==> config.mk <==
export PLATFORM = sky130hd
export DESIGN_NAME = demod_rr_scheduler
export DESIGN_NICKNAME = d
export VERILOG_FILES = /design/src/rtl/demod_rr_scheduler.sv
export SDC_FILE = /design/constraint.sdc
export NUM_CORES = 1
export LEC_CHECK = 0
export CORE_AREA = 2 2 158 160
export DETAILED_ROUTE_END_ITERATION = 8
export DIE_AREA = 0 0 160 162
export MAX_ROUTING_LAYER = met4
export PLACE_DENSITY = 0.75
export SETUP_SLACK_MARGIN = 0.15
export SYNTH_ARGS = -nofsm -noshare
export SYNTH_HDL_FRONTEND = slang
export SYNTH_SLANG_ARGS = --single-unit
export TNS_END_PERCENT = 5
==> constraint.sdc <==
create_clock -name clock -period 10.78 [get_ports clock]
set_input_delay 1.617 -clock clock [delete_from_list [all_inputs] [get_ports clock]]
set_output_delay 1.617 -clock clock [all_outputs]
set_load 0.1 [all_outputs]
==> src/rtl/demod_rr_scheduler.sv <==
// Round-robin scheduler sharing one complex demod unit among NUM_REQ channel
// streams. One sample is in flight at a time: pop, issue with tag, wait for
// the result, write it back to the owning requester's output FIFOs.
module demod_rr_scheduler #(
  parameter int NUM_REQ = 3,
  parameter int BURST   = 4,
  parameter int DATA_W  = 32,
  parameter int TAG_W   = 3
) (
  input  logic                      clock,
  input  logic                      reset,
  input  logic [NUM_REQ-1:0]        in_empty,
  output logic [NUM_REQ-1:0]        in_rd_en,
  input  logic [NUM_REQ*DATA_W-1:0] in_real_dout,
  input  logic [NUM_REQ*DATA_W-1:0] in_imag_dout,
  output logic                      op_valid,
  input  logic                      op_ready,
  output logic [DATA_W-1:0]         op_real,
  output logic [DATA_W-1:0]         op_imag,
  output logic [TAG_W-1:0]          op_tag,
  input  logic                      res_valid,
  output logic                      res_ready,
  input  logic [DATA_W-1:0]         res_real,
  input  logic [DATA_W-1:0]         res_imag,
  input  logic [TAG_W-1:0]          res_tag,
  input  logic [NUM_REQ-1:0]        out_full,
  output logic [NUM_REQ-1:0]        out_wr_en,
  output logic [DATA_W-1:0]         out_real_din,
  output logic [DATA_W-1:0]         out_imag_din,
  output logic [TAG_W-1:0]          grant,
  output logic                      busy,
  output logic                      tag_err
);

  typedef enum logic [1:0] {ARB = 2'd0, ISSUE = 2'd1, WAIT = 2'd2, WRITE = 2'd3} state_t;

  // Burst counter must reach BURST itself (up to 255) so it can saturate the re-grant test.
  localparam int CNT_W = 8;
  localparam logic [CNT_W-1:0] BURST_C = CNT_W'(BURST);

  state_t              state_reg, state_next;
  logic [TAG_W-1:0]    grant_reg, grant_next;
  logic [TAG_W-1:0]    rr_ptr_reg, rr_ptr_next;
  logic [CNT_W-1:0]    burst_cnt_reg, burst_cnt_next;
  logic                tag_err_reg, tag_err_next;
  logic [DATA_W-1:0]   op_real_reg, op_real_next, op_imag_reg, op_imag_next;
  logic [DATA_W-1:0]   res_real_reg, res_real_next, res_imag_reg, res_imag_next;

  logic [DATA_W-1:0]   real_slice [NUM_REQ];
  logic [DATA_W-1:0]   imag_slice [NUM_REQ];
  logic [NUM_REQ-1:0]  eligible;
  logic                pick_found, pick_regrant, grant_elig, grant_full, write_fire;
  logic [TAG_W-1:0]    pick_idx, grant_plus1;
  logic [DATA_W-1:0]   sel_real, sel_imag;
  logic [CNT_W-1:0]    burst_inc;
  int                  cand;

  // Unpack the per-requester FWFT data words.
  generate
    for (genvar gi = 0; gi < NUM_REQ; gi++) begin : g_slice
      assign real_slice[gi] = in_real_dout[gi*DATA_W +: DATA_W];
      assign imag_slice[gi] = in_imag_dout[gi*DATA_W +: DATA_W];
    end
  endgenerate

  assign eligible    = ~in_empty & ~out_full;
  assign burst_inc   = burst_cnt_reg + CNT_W'(1);
  assign grant_plus1 = (grant_reg == TAG_W'(NUM_REQ-1)) ? '0 : grant_reg + TAG_W'(1);

  // Arbitration: keep the previous grant inside its burst, else first eligible from rr_ptr.
  always_comb begin
    pick_found   = 1'b0;
    pick_regrant = 1'b0;
    pick_idx     = '0;
    grant_elig   = 1'b0;
    grant_full   = 1'b0;
    sel_real     = '0;
    sel_imag     = '0;
    cand         = 0;
    for (int k = 0; k < NUM_REQ; k++) begin
      if (grant_reg == TAG_W'(k)) begin
        grant_elig = eligible[k];
        grant_full = out_full[k];
      end
    end
    if (grant_elig && (burst_cnt_reg < BURST_C)) begin
      pick_found   = 1'b1;
      pick_regrant = 1'b1;
      pick_idx     = grant_reg;
    end else begin
      for (int i = 0; i < NUM_REQ; i++) begin
        cand = int'(rr_ptr_reg) + i;
        if (cand >= NUM_REQ) cand = cand - NUM_REQ;
        for (int k = 0; k < NUM_REQ; k++) begin
          if (!pick_found && (cand == k) && eligible[k]) begin
            pick_found = 1'b1;
            pick_idx   = TAG_W'(k);
          end
        end
      end
    end
    for (int k = 0; k < NUM_REQ; k++) begin
      if (pick_idx == TAG_W'(k)) begin
        sel_real = real_slice[k];
        sel_imag = imag_slice[k];
      end
    end
  end

  // Next-state logic for the ARB -> ISSUE -> WAIT -> WRITE sample cycle.
  always_comb begin
    state_next     = state_reg;
    grant_next     = grant_reg;
    rr_ptr_next    = rr_ptr_reg;
    burst_cnt_next = burst_cnt_reg;
    tag_err_next   = tag_err_reg;
    op_real_next   = op_real_reg;
    op_imag_next   = op_imag_reg;
    res_real_next  = res_real_reg;
    res_imag_next  = res_imag_reg;
    case (state_reg)
      ARB: begin
        if (pick_found) begin
          grant_next   = pick_idx;
          op_real_next = sel_real;
          op_imag_next = sel_imag;
          if (!pick_regrant) burst_cnt_next = '0;
          state_next   = ISSUE;
        end
      end
      ISSUE: begin
        if (op_ready) state_next = WAIT;
      end
      WAIT: begin
        if (res_valid) begin
          res_real_next = res_real;
          res_imag_next = res_imag;
          // A wrong tag is flagged but the result still belongs to the current grant.
          if (res_tag != grant_reg) tag_err_next = 1'b1;
          state_next = WRITE;
        end
      end
      WRITE: begin
        if (!grant_full) begin
          burst_cnt_next = burst_inc;
          if (burst_inc == BURST_C) rr_ptr_next = grant_plus1;
          state_next = ARB;
        end
      end
      default: state_next = ARB;
    endcase
  end

  // State and datapath registers; reset drops any in-flight sample.
  always_ff @(posedge clock or posedge reset) begin
    if (reset) begin
      state_reg     <= ARB;
      grant_reg     <= '0;
      rr_ptr_reg    <= '0;
      burst_cnt_reg <= '0;
      tag_err_reg   <= 1'b0;
      op_real_reg   <= '0;
      op_imag_reg   <= '0;
      res_real_reg  <= '0;
      res_imag_reg  <= '0;
    end else begin
      state_reg     <= state_next;
      grant_reg     <= grant_next;
      rr_ptr_reg    <= rr_ptr_next;
      burst_cnt_reg <= burst_cnt_next;
      tag_err_reg   <= tag_err_next;
      op_real_reg   <= op_real_next;
      op_imag_reg   <= op_imag_next;
      res_real_reg  <= res_real_next;
      res_imag_reg  <= res_imag_next;
    end
  end

  // One-hot FIFO strobes; held quiet while reset is asserted.
  generate
    for (genvar gi = 0; gi < NUM_REQ; gi++) begin : g_strobe
      assign in_rd_en[gi]  = !reset && (state_reg == ARB) && pick_found && (pick_idx == TAG_W'(gi));
      assign out_wr_en[gi] = !reset && (state_reg == WRITE) && (grant_reg == TAG_W'(gi)) && !out_full[gi];
    end
  endgenerate

  assign write_fire   = (state_reg == WRITE) && !grant_full;
  assign out_real_din = write_fire ? res_real_reg : '0;
  assign out_imag_din = write_fire ? res_imag_reg : '0;
  assign op_valid     = (state_reg == ISSUE);
  assign res_ready    = (state_reg == WAIT);
  assign op_real      = op_real_reg;
  assign op_imag      = op_imag_reg;
  assign op_tag       = grant_reg;
  assign grant        = grant_reg;
  assign busy         = (state_reg != ARB);
  assign tag_err      = tag_err_reg;

endmodule

== Yosys cells after proc, flatten, opt, wreduce, memory -nomap -nowiden ==
Index checks and enable logic that the tools add are counted.

* Add/subtract/negate cells: 7
* Shifts and indexed selects: 0
* $mul: 0
* Div/mod/pow operators: 0
* Muxes and demuxes: 58
* Order comparisons: 4
* Equality and inequality tests: 20
* Reductions and logical operators: 58
* Bitwise operators: 4

{| class="wikitable"
|+ Operators with widths
! operator !! number
|-
| two-way mux 32 bit || 14
|-
| equality test 32 x 2 -> 1 bit (second input constant) || 3
|-
| equality test 32 x 3 -> 1 bit (second input constant) || 3
|-
| zero test 32 bit || 3
|-
| logical AND 1 bit || 31
|-
| two-way mux 3 bit || 9
|-
| two-way mux 1 bit || 26
|-
| two-way mux 8 bit || 3
|-
| case mux 8 bit (2 select lines) || 1
|-
| zero test 1 bit || 13
|-
| subtractor 4 x 2 -> 5 bit (second input constant) || 2
|-
| adder 8 x 1 -> 8 bit (second input constant) || 1
|-
| equality test 8 x 3 -> 1 bit (second input constant) || 1
|-
| >= comparator 4 x 2 -> 1 bit (second input constant) || 2
|-
| less-than comparator 8 x 3 -> 1 bit (second input constant) || 1
|-
| two-way mux 2 bit || 4
|-
| != test 2 bit (second input constant) || 4
|-
| case mux 2 bit (4 select lines) || 1
|-
| AND reduction 4 bit || 2
|-
| equality test 3 x 1 -> 1 bit (second input constant) || 2
|-
| equality test 3 x 2 -> 1 bit (second input constant) || 2
|-
| zero test 3 bit || 2
|-
| NOT 3 bit || 2
|-
| AND reduction 3 bit || 2
|-
| 14 further kinds || 17
|}

* Bits in writable memories: 0
* Output and inout bits: 144
* Bits of input ports: 269
* Memories kept: 0
* ROM bits: 0
* Register bits after elaboration: 145
* Bits in latches: 0

== Depth between registers and ports, before layout ==
* Word-level depth: 55
* Gate-level depth with buffers: 13

== Worst setup path after synthesis ==
OpenSTA, ideal clock, no wires.

* Path type: input -> output
* From: input reset
* To: output out_wr_en[0]
* Arrival time: 8.238 ns
* Path buffers: 0
* Stages: 3
* Path slack: 0.925 ns
* Cell sequence: inv_1 -> nand2_1 -> nor4b_1

* Longest elaborated chain between the ends: 4

{| class="wikitable"
|+ RTL lines
! element !! line !! source
|-
| start: declaration || 11 || <nowiki>input logic reset,</nowiki>
|-
| zero test 1 bit || 183 || <nowiki>assign out_wr_en[gi] = !reset && (state_reg == WRITE) && (grant_reg == TAG_W'(gi)) && !out_full[gi];</nowiki>
|-
| logical AND 1 bit (3 in a row) || 183 ||
|-
| end: declaration || 27 || <nowiki>output logic [NUM_REQ-1:0] out_wr_en,</nowiki>
|}

Every way passes these cells.

== Worst setup path after layout ==
* From: input out_full[1]
* To: output in_rd_en[2]

* Longest elaborated chain between the ends: 42
* Elaborated cells between the ends (all ways): 55

{| class="wikitable"
|+ RTL lines
! element !! line !! source
|-
| start: declaration || 26 || <nowiki>input logic [NUM_REQ-1:0] out_full,</nowiki>
|-
| NOT 3 bit (*) || 66 || <nowiki>assign eligible = ~in_empty & ~out_full;</nowiki>
|-
| bitwise AND 3 bit (*) || 66 ||
|-
| logical AND 1 bit || 95 || <nowiki>if (!pick_found && (cand == k) && eligible[k]) begin</nowiki>
|-
| two-way mux 1 bit || 95 ||
|-
| two-way mux 1 bit || 86 || <nowiki>if (grant_elig && (burst_cnt_reg < BURST_C)) begin</nowiki>
|-
| zero test 1 bit || 95 ||
|-
| logical AND 1 bit (2 in a row) || 95 ||
|-
| two-way mux 1 bit || 95 ||
|-
| [24 not listed] || - ||
|-
| two-way mux 1 bit || 95 ||
|-
| two-way mux 1 bit || 86 ||
|-
| zero test 1 bit || 95 ||
|-
| logical AND 1 bit (2 in a row) || 95 ||
|-
| two-way mux 3 bit or two-way mux 1 bit (tied branches) || 95 ||
|-
| two-way mux 3 bit or two-way mux 1 bit (tied branches) || 86 ||
|-
| equality test 3 x 2 -> 1 bit or logical AND 1 bit (tied branches) || 182 || <nowiki>assign in_rd_en[gi] = !reset && (state_reg == ARB) && pick_found && (pick_idx == TAG_W'(gi));</nowiki>
|-
| logical AND 1 bit (*) || 182 ||
|-
| end: declaration || 13 || <nowiki>output logic [NUM_REQ-1:0] in_rd_en,</nowiki>
|}

Every way passes the cells marked *; elsewhere a longest branch is shown, timed or not. The select of a mux whose other input is x is not followed.

==> metrics.yaml <==
layout:
  antennaDiodeCount: 0
  final_nets: 1444
  layout-drive-gt1-share_pct: 15.9
  multi_input_area_um2: 4500
  fin_area_um2: 13400
  area.sequential_um2: 3630
  fill_cells: 2147
  area_growth_pct: 57.0
synth:
  yosys-mux-area-fraction_pct: 16.7
  syn_inst: 788
  yosysSeqAreaShare_pct: 42.5
  synth_fp_nets: 1072
  synth_top_area_share_pct: 42.5
  synthTopCellsByCount: "dfrtp_1 (145), nor2_1 (139), mux2i_1 (69)"
  synth_seq_cells: 145
  synthFlopType: "dfrtp_1"
  synth_xor_area_share_pct: 0.616
  synth_cell_types: 66
  yosysWarnings: 0
  synth_top_family_by_area: "compound AO/OA/AOI/OAI gates"
  synth.most_common_cell: "dfrtp_1"
  synthTopCellsByArea: "dfrtp_1 (43%), a221oi_2 (11%), mux2_2 (8.4%)"
  synth_edf_count: 0
  syn_area_um2: 8530
  syn_avg_cell_area_um2: 10.8
  async_flop_share_pct: 100
  synth_compound_area_share_pct: 16.9
  synth_adder_area_share_pct: 2.20
  yosysTopAreaCell: "dfrtp_1"
  synth_simple_gate_area_share_pct: 15.9
power_and_ir_drop:
  max-vdd-ir-drop_uv: 204
  p_total_w: 0.00449
  p_per_area_nw_per_um2: 335
  p_leak_nw: 6.01
clock_network:
  clockBufferDepth: 2
  cts_resized: 0
  hold_buffers: 0
  worst_skew_pair.late_latency_ps: 430
  numCtsBuffers: 17
  cts_setup_buffers: 0
  root_buffer: "clkbuf_16"
  h-tree-depth: 4
  clk_pin_slew_ps: 60
  cts.sinks: 145
  tritoncts: "done"
worst_setup_path:
  worst_setup_path_end_kind: "output pin"
  start_kind: "input pin"
  critical_path.cell_chain: "clkdlybuf4s50_1, or4_1, a221o_1, o31ai_2, o31a_2, buf_4, and3_1, clkdlybuf4s50_1"
  timing.rr.end: "op_real[30]$_DFFE_PP0P_"
  max_stage_delay_ps: 1130
  r2r_slack_ps: 6040
  cpMaxStageDelayCell: "clkdlybuf4s50_1"
  worstPathRequired_ps: 9160
  crit_type: "in2out"
  arrival_ps: 5540
  critPathLaunch: "out_full[1]"
  path_buf_inv: 3
  r2r-start: "rr_ptr_reg[0]$_DFFE_PP0P_"
  critical_path.most_common_cell: "clkdlybuf4s50_1"
  crit_end: "in_rd_en[2]"
  crit_cells: 8
  worstPathMaxFanout: 66
  cp_top_family: "buffers and inverters"
  ff2ff_path_depth: 11
floorplanning:
  boundaryPins: 413
  coreArea_um2: 24100
  dieHeight_um: 162
  start_util_pct: 35.4
  fp.dieW_um: 160
  die_area_um2: 25900
  rows: 57
drt:
  postRouteAntennaNets: 0
  drc_errors: 0
  drt_wl_total_um: 28200
  drt_iter0_drc: 416
  drtPass1Iterations: 4
  routed-via-count: 7668
  post_drt_via_cell_ratio: 5.12
  wire_per_inst_um: 18.9
flow_run:
  drv_cap: 0
sta:
  clock-skew-final_ps: 28.6
  hold_viol: 0
  drv_slew: 0
  timing.final.crit_share_pct: 66.4
  setup_tns_ps: 0
  rsz0062_at_grt: "no"
  worstMarginPinSlew_ps: 1130
  setup_violations: 0
  layout_min_cycle_time_ps: 7160
  fmax_mhz: 140
  slew_headroom_pct: 24.5
placement:
  globalplace.congestion: 0.837
  portBuffers: 412
  postPlaceCellArea_um2: 12800
  hpwl_um: 20600
global_route:
  antenna_found_initial: 0
  grtUsageTotal_pct: 21.8
  grt_remaining_overflow: 0
  grt_max_degree: 94
  grt_pass1_wl_um: 43700
  grt_pass1_vias: 8031
run_status:
  outcome: "complete, no violations"
worst_hold_path:
  hold_path_class: "reg2reg"
-- cell families (layout without fill, tap and decap cells) --
kind of cell             Yosys count  after routing
AND/OR/NAND/NOR                  277            277
multiplexers                     134            134
buffers and inverters             83            468
adder cells (fa/ha/maj)           15             15
AO/OA/AOI/OAI                    128            128
flip-flops                       145            145
XOR/XNOR                           6              6
-- cell usage in the layout (no fill, tap or decap), types with 6 or more instances in the layout --
master           instances
nor2b_1                  7
buf_4                    9
or2_2                    6
clkdlybuf4s50_1        412
clkbuf_16               17
nor2_1                 139
nand2_1                 21
mux2i_1                 69
mux2_2                  64
a32o_1                   6
o21ai_0                 16
ha_1                    14
nor3_1                   7
a221oi_2                60
and3_1                  65
inv_1                   14
clkinv_8                 7
dfrtp_1                145
-- metrics by stage --
stage	utilization [%]	hold WS [ps]	worst slack [ps]	cells
3_5_place_dp	53.0	479	3630	1465
3_3_place_gp	53.0	479	3640	1465
6_report	55.6	494	3620	1497
2_1_floorplan	-	471	925	788
4_1_cts	55.6	501	3610	1497
5_1_grt	55.6	508	3470	1497
-- area by class of cell --
class,instances,share of cell area [%]
clock buffers,17,3.17
multi-input cells,560,33.6
inverters,15,0.458
clock inverters,15,1.43
repair buffers,421,31.3
well taps,324,3.03
flip-flops and latches,145,27.1
-- worst min path at each step --
stage / from / endpoint / slack, ps / cells after the start
global placement: res_real_reg[12]$_DFFE_PP0P_ / res_real_reg[12]$_DFFE_PP0P_ / 480 / 1
detailed placement: tag_err$_DFFE_PP0P_ / tag_err$_DFFE_PP0P_ / 480 / 1
finish: tag_err$_DFFE_PP0P_ / tag_err$_DFFE_PP0P_ / 490 / 1
CTS: res_real_reg[9]$_DFFE_PP0P_ / res_real_reg[9]$_DFFE_PP0P_ / 500 / 1
global route: tag_err$_DFFE_PP0P_ / tag_err$_DFFE_PP0P_ / 510 / 1
floorplan: res_imag_reg[10]$_DFFE_PP0P_ / res_imag_reg[10]$_DFFE_PP0P_ / 470 / 1
-- report_power, final --
group | total, W | internal, W | switching [W]
Combinational | 0.00294 | 0.000835 | 0.00210
Sequential | 0.000949 | 0.000808 | 0.000142
Clock | 0.000600 | 0.000315 | 0.000285
-- metal layers --
layer,vias up,GRT usage (%),part of all wire (%),routed length (µm)
met5,-,-,0,0
met1,3720,25.5,41,11600
met3,36,6.41,7.0,1970
met4,0,6.10,1.9,526
li1,3637,-,-,-
met2,275,36.8,50,14200
Power figures use the tool's default switching activity.
